### src/rtl/uart_tx_arbiter_if.sv
// -----------------------------------------------------------------------------
// uart_tx_arbiter_if
// Bundles the requester side (req/last/data/ack/grant/busy) and the UART
// transmit write port (tx_ready/tx_set/din_tx) of the round-robin arbiter.
//   slave  : arbiter view (samples requests and tx_ready, drives the rest)
//   master : environment view (requesters + UART buffer)
// Parameter NREQ must match the arbiter instance it is connected to.
// -----------------------------------------------------------------------------
interface uart_tx_arbiter_if #(
  parameter int NREQ = 4
);
  logic [NREQ-1:0]   req;       // byte valid / packet in progress
  logic [NREQ-1:0]   last;      // current byte is last of packet
  logic [8*NREQ-1:0] data;      // requester i owns data[8*i+7:8*i]
  logic [NREQ-1:0]   ack;       // byte of requester i taken at previous edge
  logic [NREQ-1:0]   grant;     // one-hot owner, zero when idle
  logic              busy;      // arbiter not idle
  logic              tx_ready;  // UART transmit buffer can accept a byte
  logic              tx_set;    // write strobe to UART transmit buffer
  logic [7:0]        din_tx;    // byte written with tx_set

  modport master (
    output req, last, data, tx_ready,
    input  ack, grant, busy, tx_set, din_tx
  );

  modport slave (
    input  req, last, data, tx_ready,
    output ack, grant, busy, tx_set, din_tx
  );
endinterface

### src/rtl/uart_tx_arbiter.sv
// -----------------------------------------------------------------------------
// uart_tx_arbiter
// Round-robin packet arbiter sharing the single UART transmit write port
// between NREQ requesters. A grant is held for a whole packet (ending on the
// requester's last byte) and bytes are metered into the UART using tx_ready,
// at most one byte every two cycles.
//
// Ports:
//   clock  : system clock, rising edge
//   reset  : asynchronous, active-low reset
//   bus    : uart_tx_arbiter_if.slave (req/last/data in, ack/grant/busy out,
//            tx_ready in, tx_set/din_tx out); all outputs are registered
//
// Build option:
//   UART_ARB_HEADER_EN - when defined, every packet is prefixed by the header
//                        byte {HDR_TAG, 1'b0, id[2:0]} (no ack for it).
// -----------------------------------------------------------------------------
module uart_tx_arbiter #(
  parameter int         NREQ    = 4,
  parameter logic [3:0] HDR_TAG = 4'hA
) (
  input  logic               clock,
  input  logic               reset,
  uart_tx_arbiter_if.slave   bus
);

  typedef enum logic [1:0] {
    S_IDLE = 2'd0,
`ifdef UART_ARB_HEADER_EN
    S_HDR  = 2'd1,
`endif
    S_XFER = 2'd2,
    S_WAIT = 2'd3
  } state_t;

  state_t          state_q, state_d;
  logic [2:0]      ptr_q, ptr_d;          // last granted requester (= owner while busy)
  logic [NREQ-1:0] grant_q, grant_d;
  logic [NREQ-1:0] ack_q, ack_d;
  logic            tx_set_q, tx_set_d;
  logic [7:0]      din_tx_q, din_tx_d;
  logic            busy_q, busy_d;
  logic            rel_q, rel_d;          // release after the WAIT cycle

  logic            win_found_s;
  logic [2:0]      win_idx_s;
  logic [NREQ-1:0] win_onehot_s;
  logic [3:0]      cand_s;
  logic            own_req_s;
  logic            own_last_s;
  logic [7:0]      own_data_s;

  // Winner search: first set req bit upward from ptr+1 with wrap. The loop
  // runs from the farthest candidate to the nearest so the nearest wins.
  always_comb begin
    win_found_s  = 1'b0;
    win_idx_s    = ptr_q;
    win_onehot_s = '0;
    cand_s       = 4'd0;
    for (int k = NREQ; k >= 1; k--) begin
      cand_s = {1'b0, ptr_q} + 4'(k);
      if (cand_s >= 4'(NREQ)) begin
        cand_s = cand_s - 4'(NREQ);
      end else begin
        cand_s = cand_s;
      end
      for (int i = 0; i < NREQ; i++) begin
        if ((4'(i) == cand_s) && bus.req[i]) begin
          win_found_s = 1'b1;
          win_idx_s   = cand_s[2:0];
        end else begin
          win_found_s = win_found_s;
        end
      end
    end
    for (int i = 0; i < NREQ; i++) begin
      win_onehot_s[i] = (3'(i) == win_idx_s);
    end
  end

  // Owner view: select the current owner's req/last/data by ptr.
  always_comb begin
    own_req_s  = 1'b0;
    own_last_s = 1'b0;
    own_data_s = 8'h00;
    for (int i = 0; i < NREQ; i++) begin
      if (3'(i) == ptr_q) begin
        own_req_s  = bus.req[i];
        own_last_s = bus.last[i];
        own_data_s = bus.data[8*i +: 8];
      end else begin
        own_req_s = own_req_s;
      end
    end
  end

  // Next-state and registered-output logic of the arbitration FSM.
  always_comb begin
    state_d  = state_q;
    ptr_d    = ptr_q;
    grant_d  = grant_q;
    ack_d    = '0;
    tx_set_d = 1'b0;
    din_tx_d = din_tx_q;
    rel_d    = rel_q;
    case (state_q)
      S_IDLE: begin
        rel_d = 1'b0;
        if (win_found_s) begin
          grant_d = win_onehot_s;
          ptr_d   = win_idx_s;
`ifdef UART_ARB_HEADER_EN
          state_d = S_HDR;
`else
          state_d = S_XFER;
`endif
        end else begin
          state_d = S_IDLE;
        end
      end
`ifdef UART_ARB_HEADER_EN
      S_HDR: begin
        if (bus.tx_ready) begin
          tx_set_d = 1'b1;
          din_tx_d = {HDR_TAG, 1'b0, ptr_q};
          state_d  = S_WAIT;
        end else begin
          state_d = S_HDR;
        end
      end
`endif
      S_XFER: begin
        // A dropped req abandons the packet; last is ignored in that case.
        if (!own_req_s) begin
          grant_d = '0;
          state_d = S_IDLE;
        end else if (bus.tx_ready) begin
          tx_set_d = 1'b1;
          din_tx_d = own_data_s;
          ack_d    = grant_q;
          rel_d    = own_last_s;
          state_d  = S_WAIT;
        end else begin
          state_d = S_XFER;
        end
      end
      S_WAIT: begin
        // One idle cycle so the UART's tx_ready update is visible next.
        if (rel_q) begin
          grant_d = '0;
          rel_d   = 1'b0;
          state_d = S_IDLE;
        end else begin
          state_d = S_XFER;
        end
      end
      default: begin
        grant_d = '0;
        rel_d   = 1'b0;
        state_d = S_IDLE;
      end
    endcase
    busy_d = (state_d != S_IDLE);
  end

  // State and output registers; reset drops any packet in flight.
  always_ff @(posedge clock or negedge reset) begin
    if (!reset) begin
      state_q  <= S_IDLE;
      ptr_q    <= 3'(NREQ - 1);
      grant_q  <= '0;
      ack_q    <= '0;
      tx_set_q <= 1'b0;
      din_tx_q <= 8'h00;
      busy_q   <= 1'b0;
      rel_q    <= 1'b0;
    end else begin
      state_q  <= state_d;
      ptr_q    <= ptr_d;
      grant_q  <= grant_d;
      ack_q    <= ack_d;
      tx_set_q <= tx_set_d;
      din_tx_q <= din_tx_d;
      busy_q   <= busy_d;
      rel_q    <= rel_d;
    end
  end

  assign bus.grant  = grant_q;
  assign bus.ack    = ack_q;
  assign bus.tx_set = tx_set_q;
  assign bus.din_tx = din_tx_q;
  assign bus.busy   = busy_q;

endmodule

### src/flat_wrapper.sv
// flat-port wrapper written by rule: the top's interface ports become plain ports
module uart_tx_arbiter_flat 
#(
  parameter int         NREQ    = 4,
  parameter logic [3:0] HDR_TAG = 4'hA
)
  (clock, reset, bus_req, bus_last, bus_data, bus_tx_ready, bus_ack, bus_grant, bus_busy, bus_tx_set, bus_din_tx);
  uart_tx_arbiter_if #(.NREQ(NREQ)) bus_i ();
  input  logic clock;
  input  logic reset;
  input wire logic [$bits(bus_i.req)-1:0] bus_req;
  input wire logic [$bits(bus_i.last)-1:0] bus_last;
  input wire logic [$bits(bus_i.data)-1:0] bus_data;
  input wire logic [$bits(bus_i.tx_ready)-1:0] bus_tx_ready;
  output wire logic [$bits(bus_i.ack)-1:0] bus_ack;
  output wire logic [$bits(bus_i.grant)-1:0] bus_grant;
  output wire logic [$bits(bus_i.busy)-1:0] bus_busy;
  output wire logic [$bits(bus_i.tx_set)-1:0] bus_tx_set;
  output wire logic [$bits(bus_i.din_tx)-1:0] bus_din_tx;
  assign bus_i.req = bus_req;
  assign bus_i.last = bus_last;
  assign bus_i.data = bus_data;
  assign bus_i.tx_ready = bus_tx_ready;
  assign bus_ack = bus_i.ack;
  assign bus_grant = bus_i.grant;
  assign bus_busy = bus_i.busy;
  assign bus_tx_set = bus_i.tx_set;
  assign bus_din_tx = bus_i.din_tx;
  uart_tx_arbiter #(.NREQ(NREQ), .HDR_TAG(HDR_TAG)) u_core (.clock(clock), .reset(reset), .bus(bus_i));
endmodule
### config.mk
export PLATFORM = sky130hd
export DESIGN_NAME = uart_tx_arbiter_flat
export DESIGN_NICKNAME = d
export VERILOG_FILES = /design/src/rtl/uart_tx_arbiter_if.sv /design/src/rtl/uart_tx_arbiter.sv /design/src/flat_wrapper.sv
export SDC_FILE = /design/constraint.sdc
export NUM_CORES = 1
export LEC_CHECK = 0
export ABC_AREA = 1
export ABC_CLOCK_PERIOD_IN_PS = 4900
export BUFFER_PORTS_ARGS = -buffer_cell sky130_fd_sc_hd__buf_2
export CAP_MARGIN = 20
export CORE_MARGIN = 2
export CORE_UTILIZATION = 42
export CTS_CLUSTER_DIAMETER = 120
export DETAILED_ROUTE_END_ITERATION = 16
export PLACE_DENSITY = 0.69
export SLEW_MARGIN = 20
export SYNTH_ARGS = -nofsm -noshare
export SYNTH_HDL_FRONTEND = slang
export SYNTH_SLANG_ARGS = --single-unit
### constraint.sdc
create_clock -name clock -period 4.9 [get_ports clock]
set_clock_uncertainty 0.15 [all_clocks]
set_input_delay 0.49 -clock clock [delete_from_list [all_inputs] [get_ports clock]]
set_output_delay 0.49 -clock clock [all_outputs]
set_load 0.02 [all_outputs]
==> metrics.md, run 1 <==
| Metric | Value |
|---|---|
| Status | `completed` |
| Synth Area in Compound Gates | `9.40%` |
| Maximum fanout along the worst path | `7` |
| Crit path max-delay family | `simple AND/OR/NAND/NOR gates` |
| Syn Area/Cell | `about 6.8 sq um` |
| Util after Layout | `a little over half` |
| Critical setup path kind | `reg -> reg` |
| Drt drc | `0` |
| Share of cells above drive strength 1 | `between 20% and 30%` |
| Setup TNS | `0 ns` |
| Power Density | `between 600 and 700 nW/um^2` |
| Count of cell types in the netlist | `29` |
| Bufs and invs on worst path | `4` |
| CP Capture Type | `flip-flop` |
| Worst path required time | `roughly 5.0 ns` |
| First-pass GRT wire length | `slightly below 7000 um` |
| Worst slew pin tran | `0.595 ns` |
| VDD IR max | `between 0.0002 and 0.0003 V` |
| Met1 usage | `25.4%` |
| Die H | `68.2 um` |
| Post-Synth Adder-Cell Area | `under 10%` |
| Met2 usage | `about a third` |
| Synth Area in Simple Gates | `about 40%` |
| Syn nets | `between 300 and 400` |
| Max-slew violation count | `0` |
| Post-DP HPWL | `roughly 3100 um` |
| Die area | `roughly 4600 sq um` |
| Fmax | `a little under 0.4 GHz` |
| Final worst slack | `around 2.3 ns` |
| Grt ovf | `0` |
| TritonRoute pass-1 iters | `4` |
| Clock buffer depth | `2` |
| Multi-input logic area | `just under 1000 sq um` |
| Setup violations, final | `0` |
| Initial antenna violation count | `0` |
| ANT cells | `0` |
| Nets | `364` |
| Sequential fraction of the synthesis area | `a little over a third` |
| Register area | `between 600 and 700 sq um` |
| Most frequent CP cell | `nand2_1` |
| Drt initial violations | `44` |
| Hold WC Path Type | `in -> async` |
| Via Count | `1729` |
| CTS clk-pin slew, worst paths | `roughly 0.08 ns` |
| Post-Route WL | `4040 um` |
| Largest stage delay, worst path | `approximately 0.60 ns` |
| LEAKAGE | `1.22 nW` |
| Largest net degree at the start of global routing | `25` |
| Setup Fix Bufs, Post-CTS | `0` |
| I/O Buffers | `60` |
| Final Hold Fails | `0` |
| GRT Total Usage | `between 10% and 20%` |
| Post_cts resized | `0` |
| Clock sink count | `24` |
| Pre-CTS setup slack | `~2.4 ns` |
| Root Driver | `clkbuf_8` |
| Wire per inst | `11.2 um` |
| RSZ-0062 raised after global routing | `no` |
| Via/cell ratio | `about 4.8` |
| Cell row count | `23` |
| GR peak layer | `met2` |
| Die Wd | `slightly below 70 um` |
| Critical Path Slowest Stage Cell | `dfstp_2` |
| CP Cell Sequence | `inv_1, ha_1, inv_1, nand2_1, nand2_1, ha_1, inv_1, a21oi_1, nand3_1, nand2_1, nand3_1, nand2_1, nand2_1, nand2_1, inv_1, nor2_1, nand3_1, nand2_1` |
| Final min period | `2.56 ns` |
| #FFs+latches synth | `24` |
| Ys Warns | `0` |
| Routed Antenna Nets | `0` |
| Met3 Use GR | `under 10%` |
| Worst slew margin | `approximately three fifths` |
| Vias in the first global route | `about 1600` |
| Starting Density | `between 40% and 50%` |
| Critical Path Source Type | `flip-flop` |
| Hold Buf Count CTS | `0` |
| Max-cap violations | `0` |
| Fin crit share | `52.3%` |
| Mapped cell area | `1730 sq um` |
| Clock buffer count from CTS | `3` |
| Instance count of the mapped netlist | `approximately 250` |
| WP data arrival | `~2.6 ns` |
| H-tree depth | `1` |
| Filler Cell Count | `about 400` |
| CTS tree | `yes` |
| Synth Area in XOR/XNOR | `0%` |
| Mux cell area share after synthesis | `less than 1%` |
| CORE AREA | `3970 sq um` |
| GPL Wtd Cong | `approximately 0.86` |
| Combinational family with the most area after synthesis | `simple AND/OR/NAND/NOR gates` |
| Area Growth Syn to Fin | `21.8%` |
| Clk_lat worst skew | `0.26 ns` |
| Boundary pin count | `between 60 and 70` |
==> registers in the layout (all words and copies together), names as in the netlist <==
name,count
u_core.bus.ack,4
u_core.state_q,2
u_core.bus.busy,1
u_core.rel_q,1
u_core.bus.tx_set,1
u_core.bus.din_tx,8
u_core.bus.grant,4
u_core.ptr_q,3
==> logic make-up after synthesis <==
kind of cell | count (synthesis)
simple gates | 155
buf+inv | 37
compound gates | 28
flops | 24
fa+ha+maj | 9
mux | 1
==> per-layer routing <==
metal / part of all wire (%) / vias to the layer above
li1: - / 930
met1: 46 / 748
met2: 48 / 51
met3: 6.5 / 0
met4: 0 / 0
met5: 0 / -
==> layout by cell type, fill, tap and decap left out, drive strengths merged, types with 4 or more instances in the layout <==
cell type,instances
clkbuf,4
nand2,96
nand3,28
o22ai,8
nor2,23
buf,60
dfrtp,22
ha,9
o21ai,14
nand4,6
inv,30
==> synthesized netlist by cell type, drive strengths merged <==
library cell   n  share of area, %
mux2i          1              0.58
nand2         96                22
clkbuf         2              0.51
nor2          23               5.7
a21boi         1              0.43
inv           30               6.5
a31oi          1              0.36
dfrtp         22                32
dfstp          2               3.0
o21ai         14               4.0
nand3         28               9.1
buf            5               1.8
ha             9               6.5
o22ai          8               2.9
o21bai         2               1.1
nand3b         2              0.87
nand4          6               2.2
a21oi          2              0.58
==> where the power goes <==
| part | internal, mW | total (mW) | leakage [nW] | switching (mW) |
|---|---|---|---|---|
| sequential | 0.267 | 0.307 | 0.313 | 0.0403 |
| combinational | 0.290 | 0.835 | 0.879 | 0.545 |
| clock | 0.0716 | 0.131 | 0.0288 | 0.0597 |
==> cell type report <==
type,instances,share of cell area [%]
Multi-Input combinational cell,193,46.2
Sequential cell,24,28.6
Timing Repair Buffer,60,14.2
Inverter,30,5.34
Tap cell,50,2.97
Clock buffer,4,2.61
==> through the flow <==
| stage | hold WS (ns) | instance area [sq um] | std cells | total power, mW |
|---|---|---|---|---|
| final | 0.0462 | 2110 | 361 | 1.27 |
| after floorplan | 0.0444 | 1730 | 254 | 0.960 |
| after CTS | 0.0634 | 2110 | 361 | 1.29 |
| after global routing | 0.0730 | 2110 | 361 | 1.44 |
| after detailed placement | 0.310 | 2050 | 357 | 1.15 |
| after global placement | 0.310 | 2050 | 357 | 1.14 |
==> worst register-to-register path, delay by kind of cell, from the launching register on <==
kind            cells  cell delay [ns]
flops               1             0.60
buf+inv             4             0.31
simple gates       11             0.95
compound gates      1             0.11
fa+ha+maj           2             0.40
==> final timing paths <==
kind	from	endpoint	slack, ns	cells after the start
max	u_core.ptr_q[1]$_DFFE_PN1P_	u_core.bus.grant[3]$_DFFE_PN0P_	2.34	18
min	reset	u_core.ptr_q[2]$_DFFE_PN0P_	0.05	1
max reg2reg	u_core.ptr_q[1]$_DFFE_PN1P_	u_core.bus.grant[3]$_DFFE_PN0P_	2.34	18
min reg2reg	u_core.bus.din_tx[7]$_DFFE_PN0P_	u_core.bus.din_tx[7]$_DFFE_PN0P_	0.33	2
max in group asynchronous	reset	u_core.ptr_q[0]$_DFFE_PN1P_	4.18	1
min in group clock	u_core.bus.din_tx[7]$_DFFE_PN0P_	u_core.bus.din_tx[7]$_DFFE_PN0P_	0.33	2
(Power assumes the default switching activity.)
==> run 2, diff against run 1 <==
ABC_CLOCK_PERIOD_IN_PS = 2500   (was 4900)
clock period = 2.5 ns   (was 4.9 ns; I/O delays follow)
==> metrics.md, run 2 (synthesized netlist as in run 1, its figures left out) <==
| Metric | Value |
|---|---|
| Critical Path Slowest Stage Cell | `dfstp_2` |
| Sw Pwr | `1.36 mW (+110%)` |
| Via/cell ratio | `4.78 (-0.23%)` |
| LEAKAGE | `1.26 nW (+3.5%)` |
| Crit path max-delay family | `simple AND/OR/NAND/NOR gates` |
| Largest net degree at the start of global routing | `25 (unchanged)` |
| CTS tree | `yes` |
| ANT cells | `0 (unchanged)` |
| Worst path required time | `2.50 ns (-2.45 ns)` |
| Register area | `603 sq um (unchanged)` |
| H-tree depth | `1 (unchanged)` |
| Largest register FFs | `8 (unchanged)` |
| Design area | `2240 sq um (+6.1%)` |
| Status | `completed` |
| Area Growth Syn to Fin | `29.3%` |
| GRT Total Usage | `19.3% (+0.066 points)` |
| Via Count | `1768 (+2.3%)` |
| Worst slew margin | `64.8% (+4.4 points)` |
| Grt ovf | `0 (unchanged)` |
| GPL Wtd Cong | `0.820 (-4.3%)` |
| Wire per inst | `11.2 um (about the same)` |
| Die H | `68.2 um (unchanged)` |
| Commonest non-fill, non-tap cells in the layout | `84 x nand2_1, 60 x buf_2, 24 x nand3_1` |
| Post-DP Area | `2110 sq um (+2.6%)` |
| Reg power frac | `21.8% (-2.3 points)` |
| Clock buffer depth | `2 (unchanged)` |
| CTS clk-pin slew, worst paths | `0.08 ns (about the same)` |
| Fin crit share | `94.7% (+42 points)` |
| Starting Density | `43.6% (unchanged)` |
| First-pass GRT wire length | `6870 um (-0.79%)` |
| Post-Route WL | `4150 um (+2.5%)` |
| Combinational fraction of design power | `68.8% (+3.2 points)` |
| Clock sink count | `24 (unchanged)` |
| Commonest non-fill, non-tap cell in the layout | `nand2_1` |
| Clk_lat worst skew | `0.26 ns (about the same)` |
| Drt initial violations | `71 (+61%)` |
| CP Capture Type | `flip-flop` |
| Die area | `4650 sq um (unchanged)` |
| WP data arrival | `2.37 ns (-0.24 ns)` |
| Bufs and invs on worst path | `2 (-2)` |
| Final Hold Fails | `0 (unchanged)` |
| Die Wd | `68.2 um (unchanged)` |
| Final worst slack | `0.131 ns (-2.21 ns)` |
| Most frequent CP cell | `nand2_1` |
| Max-cap violations | `0 (unchanged)` |
| Worst slew pin tran | `0.529 ns (-0.0665 ns)` |
| Hold WC Path Type | `in -> reg` |
| TritonRoute pass-1 iters | `4 (unchanged)` |
| Final min period | `2.37 ns (-0.192 ns)` |
| Pre-CTS setup slack | `0.110 ns (-2.26 ns)` |
| Fmax | `0.422 GHz (+8.1%)` |
| Post-DP HPWL | `3190 um (+1.9%)` |
| Critical Path Source Type | `flip-flop` |
| Boundary pin count | `61 (unchanged)` |
| Share of cells above drive strength 1 | `33.1% (+6.8 points)` |
| Cell row count | `23 (unchanged)` |
| Largest stage delay, worst path | `0.55 ns (-0.05 ns)` |
| Initial antenna violation count | `0 (unchanged)` |
| Critical setup path kind | `reg -> reg` |
| Power Density | `1200 nW/um^2 (+99%)` |
| Clk network pwr share | `9.4% (-0.9 points)` |
| Root Driver | `clkbuf_8` |
| Vias in the first global route | `1588 (-1.4%)` |
| Routed Antenna Nets | `0 (unchanged)` |
| Max-slew violation count | `0 (unchanged)` |
| CP Cell Sequence | `inv_2, buf_4, ha_1, nand2_1, nand4_1, nand2_1, a21boi_2, nand3_1, nand2_4, nor2_4, nand3_1, nand2_1` |
| I/O Buffers | `60 (unchanged)` |
| Drt drc | `0 (unchanged)` |
| CORE AREA | `3970 sq um (unchanged)` |
| Sw Ratio | `50.6% (-0.095 points)` |
| Multi-input logic area | `1030 sq um (+6.0%)` |
| Maximum fanout along the worst path | `8 (+1)` |
| Clock buffer count from CTS | `3 (unchanged)` |
| Internal power | `1.33 mW (+110%)` |
| Nets | `373 (+2.5%)` |
| Filler Cell Count | `374 (-8.6%)` |
| Setup violations, final | `0 (unchanged)` |
| VDD IR max | `0.000644 V (+130%)` |
run 2: routing by layer:
metal | track usage (%) | share of wire [%] | up-vias
met3 | 5.59 | 6.9 | 2
met2 | 33.3 | 48 | 52
met5 | 0 | 0 | -
met1 | 24.4 | 45 | 766
li1 | - | - | 948
met4 | 3.25 | 0.19 | 0
run 2: final cells by class:
type                    instances  share of cell area (%)
clock buffers                   4                    2.46
inverters                      30                    5.03
multi-input cells             193                    46.2
flip-flops and latches         24                    27.0
well taps                      50                    2.80
repair buffers                 69                    16.6
run 2: repair_timing:
item	4_1_cts	5_1_grt
endpoints found under the hold margin	22	0
setup endpoints to repair	0	7
gates resized for setup	0	19
hold buffers	1	0
buffers inserted	0	1
run 2: tightest hold or removal path, stage by stage:
cell and delay (ns):
buf_2 0.07, nand2_1 0.04, o21ai_0 0.06, nand2_1 0.05, nand2_1 0.05
run 2: stage by stage:
stage,util (%),TNS [ns],hold WS [ns],power [mW],cells
final,56.3,0,0.142,2.69,370
after global routing,56.3,-0.0863,0.168,2.99,370
after CTS,54.7,0,0.137,2.60,369
after detailed placement,53.0,0,0.116,2.32,364
after global placement,53.0,0,0.113,2.30,364
after floorplan,-,0,-0.196,1.88,254
run 2: power by group through the flow:
stage                     Clock [mW]  Combinational, mW  Sequential, mW
after floorplan                    0               1.18           0.701
after global placement             0               1.71           0.587
after detailed placement           0               1.73           0.587
after CTS                      0.263               1.75           0.583
after global routing           0.281               2.11           0.601
final                          0.254               1.85           0.585
run 2: final timing paths:
path,slack [ns],start,cells after the start,endpoint
setup / recovery,0.13,u_core.ptr_q[1]$_DFFE_PN1P_,12,u_core.bus.grant[3]$_DFFE_PN0P_
hold / removal,0.14,bus_data[28],5,u_core.bus.din_tx[4]$_DFFE_PN0P_
setup reg to reg,0.13,u_core.ptr_q[1]$_DFFE_PN1P_,12,u_core.bus.grant[3]$_DFFE_PN0P_
hold reg to reg,0.33,u_core.bus.din_tx[0]$_DFFE_PN0P_,2,u_core.bus.din_tx[0]$_DFFE_PN0P_
max in group asynchronous,1.49,reset,2,u_core.ptr_q[0]$_DFFE_PN1P_
min in group asynchronous,0.35,reset,2,u_core.bus.din_tx[7]$_DFFE_PN0P_
==> run 3, diff against run 2 <==
ABC_CLOCK_PERIOD_IN_PS = 2000   (was 2500)
PLACE_DENSITY = 0.72   (was 0.69)
clock period = 2 ns   (was 2.5 ns; I/O delays follow)
==> metrics.md, run 3 (synthesized netlist as in run 1, its figures left out) <==
| Metric | Value |
|---|---|
| Status | `finished, violations left` |
| Failing checks | `setup timing` |
| Max-cap violations | `0 (unchanged)` |
| Boundary pin count | `61 (unchanged)` |
| CTS tree | `yes` |
| TritonRoute pass-1 iters | `4 (unchanged)` |
| Clk_lat worst skew | `0.26 ns (about the same)` |
| Critical setup path kind | `reg -> reg` |
| Final worst slack | `-0.333 ns (-0.465 ns)` |
| CP Capture Point | `u_core.bus.grant[3]$_DFFE_PN0P_` |
| Fin crit share | `117% (+22 points)` |
| Worst R2R Setup Slack | `-0.33 ns (-0.46 ns)` |
| Starting Density | `43.6% (unchanged)` |
| Max-slew violation count | `0 (unchanged)` |
| Cell row count | `23 (unchanged)` |
| GPL Wtd Cong | `0.811 (-1.1%)` |
| Worst path required time | `2.05 ns (-0.45 ns)` |
| Fmax | `0.429 GHz (+1.5%)` |
| Grt ovf | `0 (unchanged)` |
| Via Count | `1925 (+8.9%)` |
| Nets | `398 (+6.7%)` |
| Wire per inst | `12.0 um (+6.8%)` |
| Post-Route WL | `4730 um (+14%)` |
| Worst r2r src | `u_core.ptr_q[0]$_DFFE_PN1P_` |
| Final min period | `2.33 ns (-0.0353 ns)` |
| Largest net degree at the start of global routing | `25 (unchanged)` |
| Clock buffer count from CTS | `3 (unchanged)` |
| Root Driver | `clkbuf_8` |
| Multi-input logic area | `1170 sq um (+13%)` |
| Largest register FFs | `8 (unchanged)` |
| H-tree depth | `1 (unchanged)` |
| LEAKAGE | `1.41 nW (+11%)` |
| I/O Buffers | `60 (unchanged)` |
| Initial antenna violation count | `0 (unchanged)` |
| GRT Total Usage | `20.7% (+1.4 points)` |
| Die Wd | `68.2 um (unchanged)` |
| Filler Cell Count | `350 (-6.4%)` |
| CORE AREA | `3970 sq um (unchanged)` |
| Final Hold Fails | `0 (unchanged)` |
| RSZ-0062 raised after global routing | `yes` |
| Area Growth Syn to Fin | `49.7%` |
| R2r worst-path depth | `18 (+6)` |
| Commonest non-fill, non-tap cell in the layout | `nand2_1` |
| WP data arrival | `2.39 ns (+0.02 ns)` |
| End of the worst register-to-register path | `u_core.bus.grant[3]$_DFFE_PN0P_` |
| ANT cells | `0 (unchanged)` |
| VDD IR max | `0.000702 V (+9.0%)` |
| Die H | `68.2 um (unchanged)` |
| Drt initial violations | `154 (+120%)` |
| Commonest non-fill, non-tap cells in the layout | `80 x nand2_1, 60 x buf_2, 31 x buf_4` |
| Routed Antenna Nets | `0 (unchanged)` |
| Worst slew pin tran | `0.528 ns (-0.000864 ns)` |
| Setup violations, final | `22 (+22)` |
| Drt drc | `0 (unchanged)` |
| Maximum fanout along the worst path | `4 (-4)` |
| First-pass GRT wire length | `7450 um (+8.3%)` |
| Hold WC Path Type | `in -> reg` |
| Origin of the worst setup path | `u_core.ptr_q[0]$_DFFE_PN1P_` |
| Setup TNS | `-3.45 ns (-3.45 ns)` |
| Clock sink count | `24 (unchanged)` |
| CP Capture Type | `flip-flop` |
| Die area | `4650 sq um (unchanged)` |
| Register area | `603 sq um (unchanged)` |
| Worst slew margin | `64.8% (about the same)` |
| Post-DP HPWL | `3450 um (+8.0%)` |
| Clock buffer depth | `2 (unchanged)` |
| Worst Hold Depth | `3 (-2)` |
| Vias in the first global route | `1639 (+3.2%)` |
| Share of cells above drive strength 1 | `44.6% (+12 points)` |
| Power Density | `1640 nW/um^2 (+36%)` |
| Via/cell ratio | `4.87 (+2.0%)` |
| Critical Path Source Type | `flip-flop` |
| CTS clk-pin slew, worst paths | `0.09 ns (about the same)` |
| Hold Slack | `0.0840 ns (-0.0583 ns)` |
==> run 3: critical path, stage by stage, from the launching register on <==
cell and delay [ns]:
dfstp_2 0.58, inv_4 0.06, ha_4 0.16, inv_2 0.06, nand2_2 0.06, nand2_4 0.09, ha_4 0.15, inv_2 0.04
a21oi_2 0.12, nand3_2 0.10, nand2_4 0.11, nand2_2 0.07, nand3_2 0.06, nand2_1 0.05, nand2_1 0.06, nand2_2 0.07
nor2_4 0.13, nand3_2 0.09, nand2_2 0.07
==> run 3: how the worst min path moves through the flow <==
stage	startpoint	to
2_1_floorplan	reset	u_core.bus.ack[0]$_DFF_PN0_
3_3_place_gp	reset	u_core.bus.ack[2]$_DFF_PN0_
3_5_place_dp	reset	u_core.bus.busy$_DFF_PN0_
4_1_cts	bus_data[30]	u_core.bus.din_tx[6]$_DFFE_PN0P_
5_1_grt	bus_data[29]	u_core.bus.din_tx[5]$_DFFE_PN0P_
6_report	bus_last[3]	u_core.rel_q$_DFFE_PN0P_
==> run 3: final cells by class <==
class	count	area share, %
multi-input cells	193	45.2
repair buffers	94	21.8
clock buffers	3	1.59
flip-flops and latches	24	23.3
inverters	30	4.54
well taps	50	2.41
clock inverters	1	1.16
==> run 3: metal layers <==
| layer | track usage, % | routed length [um] | vias to the layer above |
|---|---|---|---|
| met1 | 29.9 | 2240 | 880 |
| met4 | 3.75 | 34 | 0 |
| met2 | 33.7 | 2280 | 46 |
| met5 | 0 | 0 | - |
| li1 | - | - | 995 |
| met3 | 2.14 | 172 | 4 |
==> run 3: power by group <==
group | switching, mW | internal, mW | leakage, nW
clock network | 0.154 | 0.267 | 0.0357
logic | 1.78 | 1.31 | 1.06
registers | 0.0865 | 0.653 | 0.313
==> run 3: metrics by stage <==
| stage | worst slack (ns) | std cells | total power, mW | utilization [%] | area, sq um |
|---|---|---|---|---|---|
| 2_1_floorplan | -0.231 | 254 | 2.41 | - | 1770 |
| 3_3_place_gp | -0.243 | 385 | 3.18 | 57.7 | 2290 |
| 3_5_place_dp | -0.331 | 385 | 3.22 | 57.7 | 2290 |
| 4_1_cts | -0.282 | 393 | 4.10 | 64.3 | 2550 |
| 5_1_grt | -0.451 | 395 | 4.62 | 65.2 | 2590 |
| 6_report | -0.333 | 395 | 4.25 | 65.2 | 2590 |
==> run 3: timing repair <==
action,CTS,global route
hold endpoints to repair,22,0
endpoints found under the setup margin,24,24
pin swaps,19,4
resized for setup,39,7
buffers inserted,4,2
hold buffers,1,0
